--- src/rtl/multicycle_control_unit.sv ---
// Multi-cycle control unit: FETCH/DECODE/EXEC/MEM/WB sequencer with
// memory-ready stalls, flag-based branch resolution and stack depth tracking.
// Ports: clock/reset (sync, active-high); opcode, instr_valid, mem_ready,
// zero_flag, neg_flag in; datapath strobes/selects, stack_depth,
// stack_fault, illegal_op out.
module multicycle_control_unit #(
    parameter int OPCODE_W    = 6,
    parameter int STACK_DEPTH = 16,
    parameter int DEPTH_W     = 5
) (
    input  logic                clock,
    input  logic                reset,
    input  logic [OPCODE_W-1:0] opcode,
    input  logic                instr_valid,
    input  logic                mem_ready,
    input  logic                zero_flag,
    input  logic                neg_flag,
    output logic                ir_write,
    output logic                pc_write,
    output logic [1:0]          pc_control,
    output logic                regWr,
    output logic [1:0]          AluOp,
    output logic                AluSrc,
    output logic                Ext,
    output logic                Wresult,
    output logic                Bw2,
    output logic                MemRd,
    output logic                MemWr,
    output logic                DMadd,
    output logic                DMdata,
    output logic                SP,
    output logic                sp_en,
    output logic [DEPTH_W-1:0]  stack_depth,
    output logic                stack_fault,
    output logic                illegal_op
);

    typedef enum logic [2:0] {
        S_FETCH, S_DECODE, S_EXEC, S_MEM, S_WB, S_FAULT
    } state_t;

    typedef logic [OPCODE_W-1:0] op_t;
    localparam op_t OP_AND = op_t'(0);
    localparam op_t OP_ADD = op_t'(1);
    localparam op_t OP_SUB = op_t'(2);
    localparam op_t OP_ANDI = op_t'(3);
    localparam op_t OP_ADDI = op_t'(4);
    localparam op_t OP_LW = op_t'(5);
    localparam op_t OP_LWP = op_t'(6);
    localparam op_t OP_SW = op_t'(7);
    localparam op_t OP_BGT = op_t'(8);
    localparam op_t OP_BLT = op_t'(9);
    localparam op_t OP_BEQ = op_t'(10);
    localparam op_t OP_BNE = op_t'(11);
    localparam op_t OP_JMP = op_t'(12);
    localparam op_t OP_CALL = op_t'(13);
    localparam op_t OP_RET = op_t'(14);
    localparam op_t OP_PUSH = op_t'(15);
    localparam op_t OP_POP = op_t'(16);

    localparam logic [DEPTH_W-1:0] DEPTH_MAX = DEPTH_W'(STACK_DEPTH);
    localparam logic [DEPTH_W-1:0] DEPTH_ONE = DEPTH_W'(1);

    state_t               state_q, state_d;
    op_t                  opcode_q, opcode_d;
    logic [DEPTH_W-1:0]   depth_q, depth_d;
    logic                 fault_q, fault_d;

    logic is_illegal, is_branch, is_push, is_pop, is_stack;
    logic is_read, is_write, is_ldst, taken, in_instr;

    always_comb begin
        is_illegal = opcode_q > OP_POP;
        is_branch  = opcode_q inside {OP_BGT, OP_BLT, OP_BEQ, OP_BNE};
        is_push    = opcode_q inside {OP_CALL, OP_PUSH};
        is_pop     = opcode_q inside {OP_RET, OP_POP};
        is_stack   = is_push || is_pop;
        is_read    = opcode_q inside {OP_LW, OP_LWP, OP_RET, OP_POP};
        is_write   = opcode_q inside {OP_SW, OP_CALL, OP_PUSH};
        is_ldst    = opcode_q inside {OP_LW, OP_LWP, OP_SW};
        taken      = 1'b0;
        unique case (opcode_q)
            OP_BEQ:  taken = zero_flag;
            OP_BNE:  taken = !zero_flag;
            OP_BGT:  taken = !zero_flag && !neg_flag;
            OP_BLT:  taken = neg_flag;
            default: taken = 1'b0;
        endcase
    end

    always_comb begin
        state_d     = state_q;
        opcode_d    = opcode_q;
        depth_d     = depth_q;
        fault_d     = fault_q;
        ir_write    = 1'b0;
        pc_write    = 1'b0;
        pc_control  = 2'd0;
        regWr       = 1'b0;
        AluOp       = 2'd0;
        AluSrc      = 1'b0;
        Ext         = 1'b0;
        Wresult     = 1'b0;
        Bw2         = 1'b0;
        MemRd       = 1'b0;
        MemWr       = 1'b0;
        DMadd       = 1'b0;
        DMdata      = 1'b0;
        SP          = 1'b0;
        sp_en       = 1'b0;
        illegal_op  = 1'b0;
        in_instr    = state_q inside {S_DECODE, S_EXEC, S_MEM, S_WB};

        // Selects are decoded from the latched opcode for the whole
        // instruction; reset forces everything low in the same cycle.
        if (!reset && in_instr && !is_illegal) begin
            if (opcode_q inside {OP_AND, OP_ANDI})
                AluOp = 2'd2;
            else if (opcode_q == OP_SUB || is_branch)
                AluOp = 2'd1;
            AluSrc  = opcode_q inside {OP_ANDI, OP_ADDI} || is_ldst || is_branch;
            Ext     = opcode_q inside {OP_ANDI, OP_ADDI};
            Wresult = opcode_q inside {OP_LW, OP_LWP, OP_POP};
            Bw2     = opcode_q == OP_LWP;
            DMadd   = is_stack;
            DMdata  = opcode_q == OP_CALL;
            SP      = is_pop;
            if (opcode_q inside {OP_JMP, OP_CALL})
                pc_control = 2'd2;
            else if (opcode_q == OP_RET)
                pc_control = 2'd3;
            else if (is_branch && taken)
                pc_control = 2'd1;
        end

        if (!reset) begin
            unique case (state_q)
                S_FETCH: begin
                    if (instr_valid) begin
                        ir_write = 1'b1;
                        opcode_d = opcode;
                        state_d  = S_DECODE;
                    end
                end
                S_DECODE: begin
                    if (is_illegal) begin
                        illegal_op = 1'b1;
                        pc_write   = 1'b1;
                        state_d    = S_FETCH;
                    end else if (opcode_q == OP_JMP) begin
                        pc_write = 1'b1;
                        state_d  = S_FETCH;
                    end else if ((is_push && depth_q == DEPTH_MAX) ||
                                 (is_pop && depth_q == '0)) begin
                        fault_d = 1'b1;
                        state_d = S_FAULT;
                    end else if (is_stack) begin
                        state_d = S_MEM;
                    end else begin
                        state_d = S_EXEC;
                    end
                end
                S_EXEC: begin
                    if (is_branch) begin
                        pc_write = 1'b1;
                        state_d  = S_FETCH;
                    end else if (is_ldst) begin
                        state_d = S_MEM;
                    end else begin
                        state_d = S_WB;
                    end
                end
                S_MEM: begin
                    MemRd = is_read;
                    MemWr = is_write;
                    if (mem_ready) begin
                        if (is_stack) begin
                            sp_en   = 1'b1;
                            depth_d = is_push ? depth_q + DEPTH_ONE
                                              : depth_q - DEPTH_ONE;
                        end
                        if (is_write || opcode_q == OP_RET) begin
                            pc_write = 1'b1;
                            state_d  = S_FETCH;
                        end else begin
                            state_d = S_WB;
                        end
                    end
                end
                S_WB: begin
                    regWr    = 1'b1;
                    pc_write = 1'b1;
                    state_d  = S_FETCH;
                end
                S_FAULT: state_d = S_FAULT;
                default: state_d = S_FETCH;
            endcase
        end
    end

    always_ff @(posedge clock) begin
        if (reset) begin
            state_q  <= S_FETCH;
            opcode_q <= '0;
            depth_q  <= '0;
            fault_q  <= 1'b0;
        end else begin
            state_q  <= state_d;
            opcode_q <= opcode_d;
            depth_q  <= depth_d;
            fault_q  <= fault_d;
        end
    end

    assign stack_depth = depth_q;
    assign stack_fault = fault_q;

endmodule

--- config.mk ---
export PLATFORM = sky130hd
export DESIGN_NAME = multicycle_control_unit
export DESIGN_NICKNAME = d
export VERILOG_FILES = /design/src/rtl/multicycle_control_unit.sv
export SDC_FILE = /design/constraint.sdc
export NUM_CORES = 1
export LEC_CHECK = 0
export ABC_AREA = 1
export CAP_MARGIN = 20
export CORE_MARGIN = 4
export CORE_UTILIZATION = 43
export CTS_CLUSTER_SIZE = 40
export DETAILED_ROUTE_END_ITERATION = 16
export PLACE_DENSITY_LB_ADDON = 0.3
export SYNTH_ARGS = -nofsm -noshare
export SYNTH_HDL_FRONTEND = slang
export SYNTH_SLANG_ARGS = --single-unit
--- constraint.sdc ---
create_clock -name clock -period 1.81 [get_ports clock]
set_input_delay 0.2715 -clock clock [delete_from_list [all_inputs] [get_ports clock]]
set_output_delay 0.2715 -clock clock [all_outputs]
set_load 0.02 [all_outputs]
Word level (Yosys, flattened, before mapping)
Index checks and enable logic that the tools add are counted.
{"block": "classes", "mux": 49, "multipliers": 0, "add_sub_neg": 2, "div": 0, "order_cmp": 1, "n_reduce_logical": 34, "eq_ne": 23, "shift": 0, "bitwise_logic": 2}
{"op": "6-bit by 4-bit == test with 1-bit output (second input constant)", "count": 8}
{"op": "1-bit two-way mux", "count": 32}
{"op": "6-bit by 3-bit == test with 1-bit output (second input constant)", "count": 4}
{"op": "3-bit two-way mux", "count": 8}
{"op": "3-bit case mux with 5 select lines", "count": 1}
{"op": "6-bit by 2-bit == test with 1-bit output (second input constant)", "count": 2}
{"op": "4-bit nonzero test", "count": 3}
{"op": "2-bit two-way mux", "count": 5}
{"op": "2-bit nonzero test", "count": 5}
{"op": "3-bit nonzero test", "count": 3}
{"op": "1-bit case mux with 4 select lines", "count": 2}
{"op": "3-bit by 2-bit == test with 1-bit output (second input constant)", "count": 2}
{"op": "3-bit == test (second input constant)", "count": 2}
{"op": "6-bit by 5-bit == test with 1-bit output (second input constant)", "count": 1}
{"op": "6-bit by 5-bit > comparator with 1-bit output (second input constant)", "count": 1}
{"op": "1-bit logical AND", "count": 6}
{"op": "6-bit logical NOT", "count": 1}
{"op": "1-bit logical OR", "count": 6}
{"op": "5-bit by 1-bit adder with 5-bit output (second input constant)", "count": 1}
{"op": "5-bit == test (second input constant)", "count": 1}
{"op": "5-bit logical NOT", "count": 1}
{"op": "5-bit two-way mux", "count": 1}
{"op": "5-bit by 1-bit subtractor with 5-bit output (second input constant)", "count": 1}
{"op": "1-bit logical NOT", "count": 4}
{"op": "7 further kinds", "count": 10}
{"block": "word_totals", "reg_bits": 15, "rom_bits": 0, "mem_bits_rw": 0, "word_cells": 115, "n_memories": 0, "latch_bits": 0}

Longest topological paths before layout
Gate-level depths: netlist (run 1).
{"block": "depth", "ltp_word": 8, "depth_mapped": 12, "ltp_nobuf": 12}

Worst setup path after synthesis (run 1)
Ideal clock, no wire load.
{"block": "synth_path", "kind": "reg-to-output", "startpoint": "reg opcode_q[0]", "endpoint": "out Bw2", "arrival_time_ns": 1.488, "slack_ns": 0.050, "required_time_ns": 1.539, "path_buffers": 0, "stages_incl_launch_ff": 6, "cell_sequence": "dfxtp_1 > nor2_4 > nand2_1 > a21oi_2 > nand2_1 > nor4_1"}
{"block": "synth_via", "elab_chain_len": 4}
{"item": "from (decl)", "line": "65", "rtl": "op_t opcode_q, opcode_d;"}
{"item": "from (signal assigned)", "line": "209", "rtl": "opcode_q <= opcode_d;"}
{"item": "6-bit by 5-bit > comparator with 1-bit output", "line": "73", "rtl": "is_illegal = opcode_q > OP_POP;"}
{"item": "1-bit logical NOT", "line": "116", "rtl": "if (!reset && in_instr && !is_illegal) begin"}
{"item": "1-bit logical AND", "line": "116"}
{"item": "1-bit two-way mux (*)", "line": "116"}
{"item": "to (decl)", "line": "26", "rtl": "output logic Bw2,"}
Mark *: on every way between the ends. The rest lies on a longest branch, timed or not.

Final worst setup path (run 1)
{"block": "layout_path", "startpoint": "reg state_q[2]", "endpoint": "out DMdata"}
{"block": "layout_via", "elab_chain_len": 5}
{"item": "from (decl)", "line": "64", "rtl": "state_t state_q, state_d;"}
{"item": "from (signal assigned)", "line": "208", "rtl": "state_q <= state_d;"}
{"item": "3-bit by 1-bit == test with 1-bit output (tied with other cells)", "line": "112", "rtl": "in_instr = state_q inside {S_DECODE, S_EXEC, S_MEM, S_WB};"}
{"item": "4-bit nonzero test (*)", "line": "112"}
{"item": "1-bit logical AND (*) (2 in a row)", "line": "116"}
{"item": "1-bit two-way mux (*)", "line": "116"}
{"item": "to (decl)", "line": "30", "rtl": "output logic DMdata,"}
Marked as above.

==> implementation parameters, run 1 <==
Parameter                              Value

Status
  Run status ... finished, violations left
  Violated checks ... negative setup slack

Worst setup path
  Data required time of the critical path ... 1.54 ns
  Maximum fanout count along the critical path ... 4
  Critical path startpoint category ... register
  Capture point of the worst reg-to-reg path ... stack_depth[4]$_SDFFE_PP0P_
  Critical path endpoint category ... output port
  Worst r2r path cells ... 13
  CP Data Arrival Time ... 1.74 ns
  R2r startpoint ... opcode_q[0]$_SDFFE_PP0P_
  Worst Setup Path Type ... register to output port
  Register-to-register setup slack ... -0.07 ns

CTS
  H-tree Lvls ... 1
  Number of buffers created by CTS ... 3
  Clock edge transition at the registers on the reported setup and hold paths ... 0.09 ns
  Hold-fix buffer count after cts ... 0
  Clock tree from TritonCTS ... built
  Worst skew pair latency ... 0.29 ns
  Sink count of the clock tree ... 15
  Bufs on Longest Clock Path ... 2
  Cell chosen for the clock root ... clkbuf_4

Timing
  Unrepaired setup endpoints after global routing ... true
  Total Neg Setup Slack ... -1.66 ns
  Post-Route Hold Slack ... 0.532 ns
  Setup slack of the critical path after layout ... -0.198 ns
  Portion of the clock cycle consumed by the worst path in the final layout ... 111%
  Worst Skew ... 0.000941 ns
  Final Hold Violating Endpoints ... 0
  Transition time of the tightest slew-check pin ... 0.307 ns
  Final critical delay including setup and external delays ... 2.01 ns
  Worst slew margin relative to its limit ... 79.4%
  Setup violation total in the final timing report ... 15
  Max frequency ... 498 MHz
  Pins Over Slew Limit ... 0

Pwr
  Total power ... 2.46 mW
  Ratio of total power to cell area ... 1040 nW/um2
  Max IR drop VDD ... 0.000994 V
  Standby leakage power ... 1.13 nW

Logic synthesis
  Area share of the largest cell type after synthesis ... 23.9%
  Synthesized area per cell ... 5.95 um2
  Number of distinct standard cells referenced by the synthesized netlist ... 31
  Cell type with the highest aggregate area in the netlist ... dfxtp_1
  Portion of netlist area occupied by mux cells ... 0%
  Count of flip-flops with a built-in enable after synthesis ... 0
  Area of the mapped netlist ... 1260 um2
  Synthesized instance count ... 211
  Compound-Gate Fraction of Synth Area ... 13.2%
  Top area cells in the synthesized netlist ... dfxtp_1 (24%), nand2_1 (13%), nor2_1 (11%), nand3_1 (7.6%), inv_1 (6.6%)
  Sequential fraction of the synthesis area ... 23.9%
  Dominant register cell in the synthesized netlist ... dfxtp_1
  Number of warnings issued by yosys ... 0
  Synthesized-area fraction occupied by and/or/nand/nor cells ... 44.9%
  Main combinational cell family by area after synthesis ... simple AND/OR/NAND/NOR gates
  Share of synthesized cell area in full adder, half adder and majority cells ... 4.58%
  Mapped Nets ... 227
  Xor and xnor area share after synthesis ... 1.39%
  Async S/R FF share, synth ... 0%
  Register bit total from synthesis ... 15

Placement
  Minimum setup slack after placement ... -0.489 ns
  Post-detail-place hpwl ... 3060 um
  PortBufs ... 35
  Routability-driven placement congestion ratio ... 0.834
  Number of cells in the design after placement ... 325

Routing
  DR vias ... 1899
  Detail Route Antenna Nets ... 0
  Routed wire length ... 5520 um
  First-iteration detailed-routing DRC count ... 170
  Detailed-route vias per instance ... 5.55
  Routed wirelength normalized by instance count ... 16.1 um
  Residual DRC ... 0
  1st-pass router iterations ... 5

Floorplanning
  Ports ... 36
  Number of rows in the core area ... 19
  Starting density of the core ... 45.2%
  Vertical die dimension ... 62.1 um
  Horiz. Die Dim ... 62.1 um
  DIE AREA ... 3850 um2
  Area of the core ... 2780 um2

Worst hold path
  WHS Path Cells ... 2
  Startpoint of the tightest hold check path ... stack_depth[0]$_SDFFE_PP0P_
  Kind of path behind the tightest hold check ... register to register
  Hold-critical path endpoint ... stack_depth[0]$_SDFFE_PP0P_

Final layout
  Net count reported at finish ... 328
  Diodes inserted ... 0
  Layout cells sized above 1 ... 49.2%
  Area overhead of the layout relative to synthesis ... 87.8%
  Number of standard cells in the layout, taps in and fillers out ... 342

Global routing
  Number of global-route vias before repair ... 1675
  Antenna violations before repair ... 0
  Remaining global-route overflow ... 0
  Pin count of the biggest net entering global routing ... 15
  Overall routing resource usage ... 24.3%
  Global-route wire length before repair ... 6960 um

Job
  Number of max-cap violations ... 0
==> report_power, final <==
part           internal [mW]  total [mW]  leakage [nW]  switching (mW)
registers              0.417       0.515         0.127          0.0979
logic                  0.819        1.75         0.991           0.928
clock network         0.0858       0.194        0.0150           0.108
==> synthesized netlist by cell type, types with 2 or more instances <==
master    instances
ha_1              3
o21ai_0           7
clkbuf_1          2
nand4_1           4
nor3_1            3
inv_2            10
inv_1            22
nand3_1          19
nand2_1          42
o21ai_1           4
a21oi_2           2
nand3_2           2
nor2_2            4
nor3_2            3
nor2_1           38
a21oi_1          16
buf_2             2
dfxtp_1          15
==> flip-flops by register name (all words and copies together) (netlist names) <==
| register | flops |
|---|---|
| stack_depth | 5 |
| state_q | 3 |
| opcode_q | 6 |
| stack_fault | 1 |
==> worst max-delay path by stage <==
| stage | startpoint | to | slack [ns] | cells past startpoint |
|---|---|---|---|---|
| 6_report | state_q[2]$_SDFFE_PP0P_ | DMdata | -0.20 | 8 |
| 5_1_grt | state_q[2]$_SDFFE_PP0P_ | DMdata | -0.23 | 8 |
| 4_1_cts | opcode_q[0]$_SDFFE_PP0P_ | DMdata | -0.06 | 7 |
| 3_5_place_dp | reset | AluOp[0] | -0.49 | 8 |
| 3_3_place_gp | reset | DMdata | -0.44 | 8 |
| 2_1_floorplan | opcode_q[0]$_SDFFE_PP0P_ | Bw2 | 0.05 | 5 |
==> kinds of logic after synthesis <==
kind of cell | Yosys count
buf+inv | 38
xor+xnor | 2
compound gates | 31
flops | 15
simple gates | 121
fa+ha+maj | 4
==> timing repair <==
item                                    in CTS  in global routing
pin swaps                                    6                  7
setup buffers                                6                  7
resized for setup                          115                 40
endpoints found under the setup margin      21                 19
==> layout by cell type, fill, tap and decap left out, drive strengths merged, types with 6 or more instances in the layout <==
cell type / Yosys / routed
buf: 3 / 82
nor2: 43 / 43
nor3: 6 / 6
inv: 32 / 32
dfxtp: 15 / 15
clkdlybuf4s50: 0 / 17
o21ai: 11 / 11
nand2: 44 / 44
nand3: 21 / 21
a21oi: 18 / 18
==> stage by stage <==
stage | instance area, um2 | util [%]
finish | 2360 | 84.8
global route | 2360 | 84.8
CTS | 2150 | 77.3
detailed placement | 2020 | 72.6
global placement | 2020 | 72.6
floorplan | 1260 | -
==> worst max-delay path: stages, from the launching register on <==
cell and delay [ns]:
dfxtp_2 0.38, inv_1 0.08, nand2_1 0.10, nand2_1 0.08
a21oi_2 0.21, nand2_4 0.11, buf_6 0.15, nor4_4 0.14
buf_4 0.19
==> area by class of cell <==
cell class,instances,area (um2)
clock buffers,4,26.3
flip-flops and latches,15,324
inverters,33,125
multi-input cells,158,1000
repair buffers,101,841
well taps,31,38.8
fillers,146,422
==> layer usage <==
layer / track usage (%) / wire, um
met3: 3.51 / 342
met4: 10.3 / 296
met5: 0 / 0
met1: 27.4 / 2170
met2: 44.8 / 2720
Note: power is estimated with default switching activity, not from simulation.
==> inputs of run 2 (changes only) <==
Settings changed: CORE_UTILIZATION 43 to 49, CTS_BUF_LIST from default to sky130_fd_sc_hd__clkbuf_8.
Clock period 1.81 ns to 2.1 ns, I/O delays scaled along.
==> run 2 against run 1 <==
Effect of this change:
- the run now ends clean
- combinational power decreased by 49%
- cell count decreased by 12%
- clock power increased by 17%
- critical path type unchanged
- critical endpoint is now sp_en
==> implementation parameters, run 2 (synthesized netlist as in run 1, its figures left out) <==
Parameter                              Value

Status
  Run status ... completed

Final layout
  Area overhead of the layout relative to synthesis ... 44.4%
  Flip-flop count of the largest register after layout ... 6 (unchanged)
  Number of filler instances in the final layout ... 217 (+49%)
  Most frequent standard cell in the layout excluding fill and tap cells ... nand2_1
  Diodes inserted ... 0 (unchanged)
  Layout cells sized above 1 ... 27.3% (-22 points)
  Net count reported at finish ... 288 (-12%)
  Most flops, register ... opcode_q
  Most used cells in the layout excluding fill and tap cells ... nand2_1 (42), nor2_1 (36), buf_4 (26), inv_1 (23), nand3_1 (18)

Global routing
  Global-route wire length before repair ... 5810 um (-16%)
  Antenna violations before repair ... 0 (unchanged)
  Overall routing resource usage ... 21.5% (-2.8 points)
  Pin count of the biggest net entering global routing ... 15 (unchanged)
  Number of global-route vias before repair ... 1392 (-17%)
  Remaining global-route overflow ... 0 (unchanged)

Worst setup path
  Capture point of the worst reg-to-reg path ... stack_depth[4]$_SDFFE_PP0P_
  Critical path endpoint category ... output port
  Worst setup path endpoint ... sp_en
  R2r startpoint ... opcode_q[3]$_SDFFE_PP0P_
  Register-to-register setup slack ... 0.23 ns (+0.30 ns)
  CP Data Arrival Time ... 1.69 ns (-0.05 ns)
  Worst r2r path cells ... 12 (-1)
  Data required time of the critical path ... 1.78 ns (+0.24 ns)
  Maximum fanout count along the critical path ... 6 (+2)
  Worst Setup Path Type ... register to output port
  Critical path startpoint category ... register
  Start point of the critical path ... opcode_q[3]$_SDFFE_PP0P_

Timing
  Portion of the clock cycle consumed by the worst path in the final layout ... 95.6%
  Max frequency ... 498 MHz
  Pins Over Slew Limit ... 0 (unchanged)
  Worst Skew ... 0.00188 ns (+0.000939 ns)
  Total Neg Setup Slack ... 0 ns (+1.66 ns)
  Final Hold Violating Endpoints ... 0 (unchanged)
  Worst slew margin relative to its limit ... 80.4% (+1.0 points)
  Transition time of the tightest slew-check pin ... 0.292 ns (-0.0155 ns)
  Setup violation total in the final timing report ... 0 (-15)
  Final critical delay including setup and external delays ... 2.01 ns
  Unrepaired setup endpoints after global routing ... false

Floorplanning
  Area of the core ... 2450 um2 (-12%)
  Number of rows in the core area ... 18 (-1)
  Horiz. Die Dim ... 58.6 um (-5.5%)
  DIE AREA ... 3440 um2 (-11%)
  Starting density of the core ... 51.2% (+6.0 points)
  Vertical die dimension ... 58.6 um (-5.5%)
  Ports ... 36 (unchanged)

Pwr
  Max IR drop VDD ... 0.000873 V (-12%)
  Standby leakage power ... 0.939 nW (-17%)
  Total power ... 1.54 mW (-37%)
  Ratio of total power to cell area ... 848 nW/um2 (-19%)

CTS
  Number of buffers created by CTS ... 3 (unchanged)
  Bufs on Longest Clock Path ... 2 (unchanged)
  Clock tree from TritonCTS ... built
  Sink count of the clock tree ... 15 (unchanged)
  Clock edge transition at the registers on the reported setup and hold paths ... 0.06 ns (-0.03 ns)
  Worst skew pair latency ... 0.25 ns (-0.04 ns)
  Hold-fix buffer count after cts ... 0 (unchanged)
  Cell chosen for the clock root ... clkbuf_8
  H-tree Lvls ... 1 (unchanged)

Routing
  1st-pass router iterations ... 4 (-1)
  Routed wire length ... 3330 um (-40%)
  Routed wirelength normalized by instance count ... 11.1 um (-31%)
  DR vias ... 1516 (-20%)
  Residual DRC ... 0 (unchanged)
  Detailed-route vias per instance ... 5.04 (-9.3%)
  First-iteration detailed-routing DRC count ... 51 (-70%)
  Detail Route Antenna Nets ... 0 (unchanged)

Placement
  Post-detail-place hpwl ... 2660 um (-13%)
  Routability-driven placement congestion ratio ... 0.831 (-0.40%)
  PortBufs ... 35 (unchanged)

Worst hold path
  Kind of path behind the tightest hold check ... register to register
  WHS Path Cells ... 2 (unchanged)

Job
  Number of max-cap violations ... 0 (unchanged)
-- run 2: cell count changes in the layout (fill, tap and decap cells not counted), moves of 4 or more --
cell	before	now
buf_4	73	26
clkbuf_2	0	11
nor2_1	27	36
buf_6	8	0
a21oi_1	9	16
dfxtp_1	6	13
a21oi_2	8	2
nor2_4	8	2
dfxtp_4	5	0
nand2_1	38	42
-- run 2: cell type report --
type | count | area, um2 | area share [%]
clock buffer | 3 | 41.3 | 2.28
timing repair buffer | 61 | 483 | 26.6
inverter | 33 | 125 | 6.90
clock inverter | 1 | 3.75 | 0.207
sequential | 15 | 303 | 16.7
tap | 30 | 37.5 | 2.07
multi-input combinational | 158 | 821 | 45.2
-- run 2: timing repair --
action	4_1_cts	5_1_grt
pin swaps	0	0
endpoints found under the setup margin	16	17
buffers inserted	0	0
gates resized for setup	24	31
-- run 2: where the power goes --
| group | total [mW] | switching [mW] | internal, mW |
|---|---|---|---|
| clock network | 0.227 | 0.0977 | 0.129 |
| logic | 0.901 | 0.519 | 0.382 |
| registers | 0.409 | 0.0681 | 0.341 |
-- run 2: how the worst min path moves through the flow --
stage | start | end | slack (ns)
floorplan | opcode_q[3]$_SDFFE_PP0P_ | opcode_q[3]$_SDFFE_PP0P_ | 0.48
global placement | stack_fault$_SDFFE_PP0P_ | stack_fault$_SDFFE_PP0P_ | 0.46
detailed placement | opcode_q[4]$_SDFFE_PP0P_ | opcode_q[4]$_SDFFE_PP0P_ | 0.50
CTS | opcode_q[2]$_SDFFE_PP0P_ | opcode_q[2]$_SDFFE_PP0P_ | 0.50
global route | opcode_q[2]$_SDFFE_PP0P_ | opcode_q[2]$_SDFFE_PP0P_ | 0.52
finish | opcode_q[2]$_SDFFE_PP0P_ | opcode_q[2]$_SDFFE_PP0P_ | 0.50
-- run 2: worst max-delay path, stage by stage, from the launching register on --
cell and delay, ns:
dfxtp_1 0.41, nand2_1 0.12, nor2_1 0.19, nand2_2 0.14, nand3_2 0.12, nand2_4 0.05, nor2_1 0.10, clkdlybuf4s15_1 0.31
-- run 2: through the flow --
step / cells / cell area [um2] / setup WS [ns] / utilization [%] / hold WS [ns]
floorplan: 211 / 1260 / 0.297 / - / 0.483
global placement: 297 / 1810 / -0.258 / 73.9 / 0.456
detailed placement: 297 / 1810 / -0.308 / 73.9 / 0.496
CTS: 301 / 1850 / 0.0132 / 75.5 / 0.497
global route: 301 / 1810 / 0.0173 / 73.9 / 0.522
finish: 301 / 1810 / 0.0925 / 73.9 / 0.495
-- run 2: layer usage --
layer	routed length, um	GRT usage [%]
met5	0	0
met4	45	7.77
met3	189	3.51
met2	1570	36.7
met1	1520	27.2
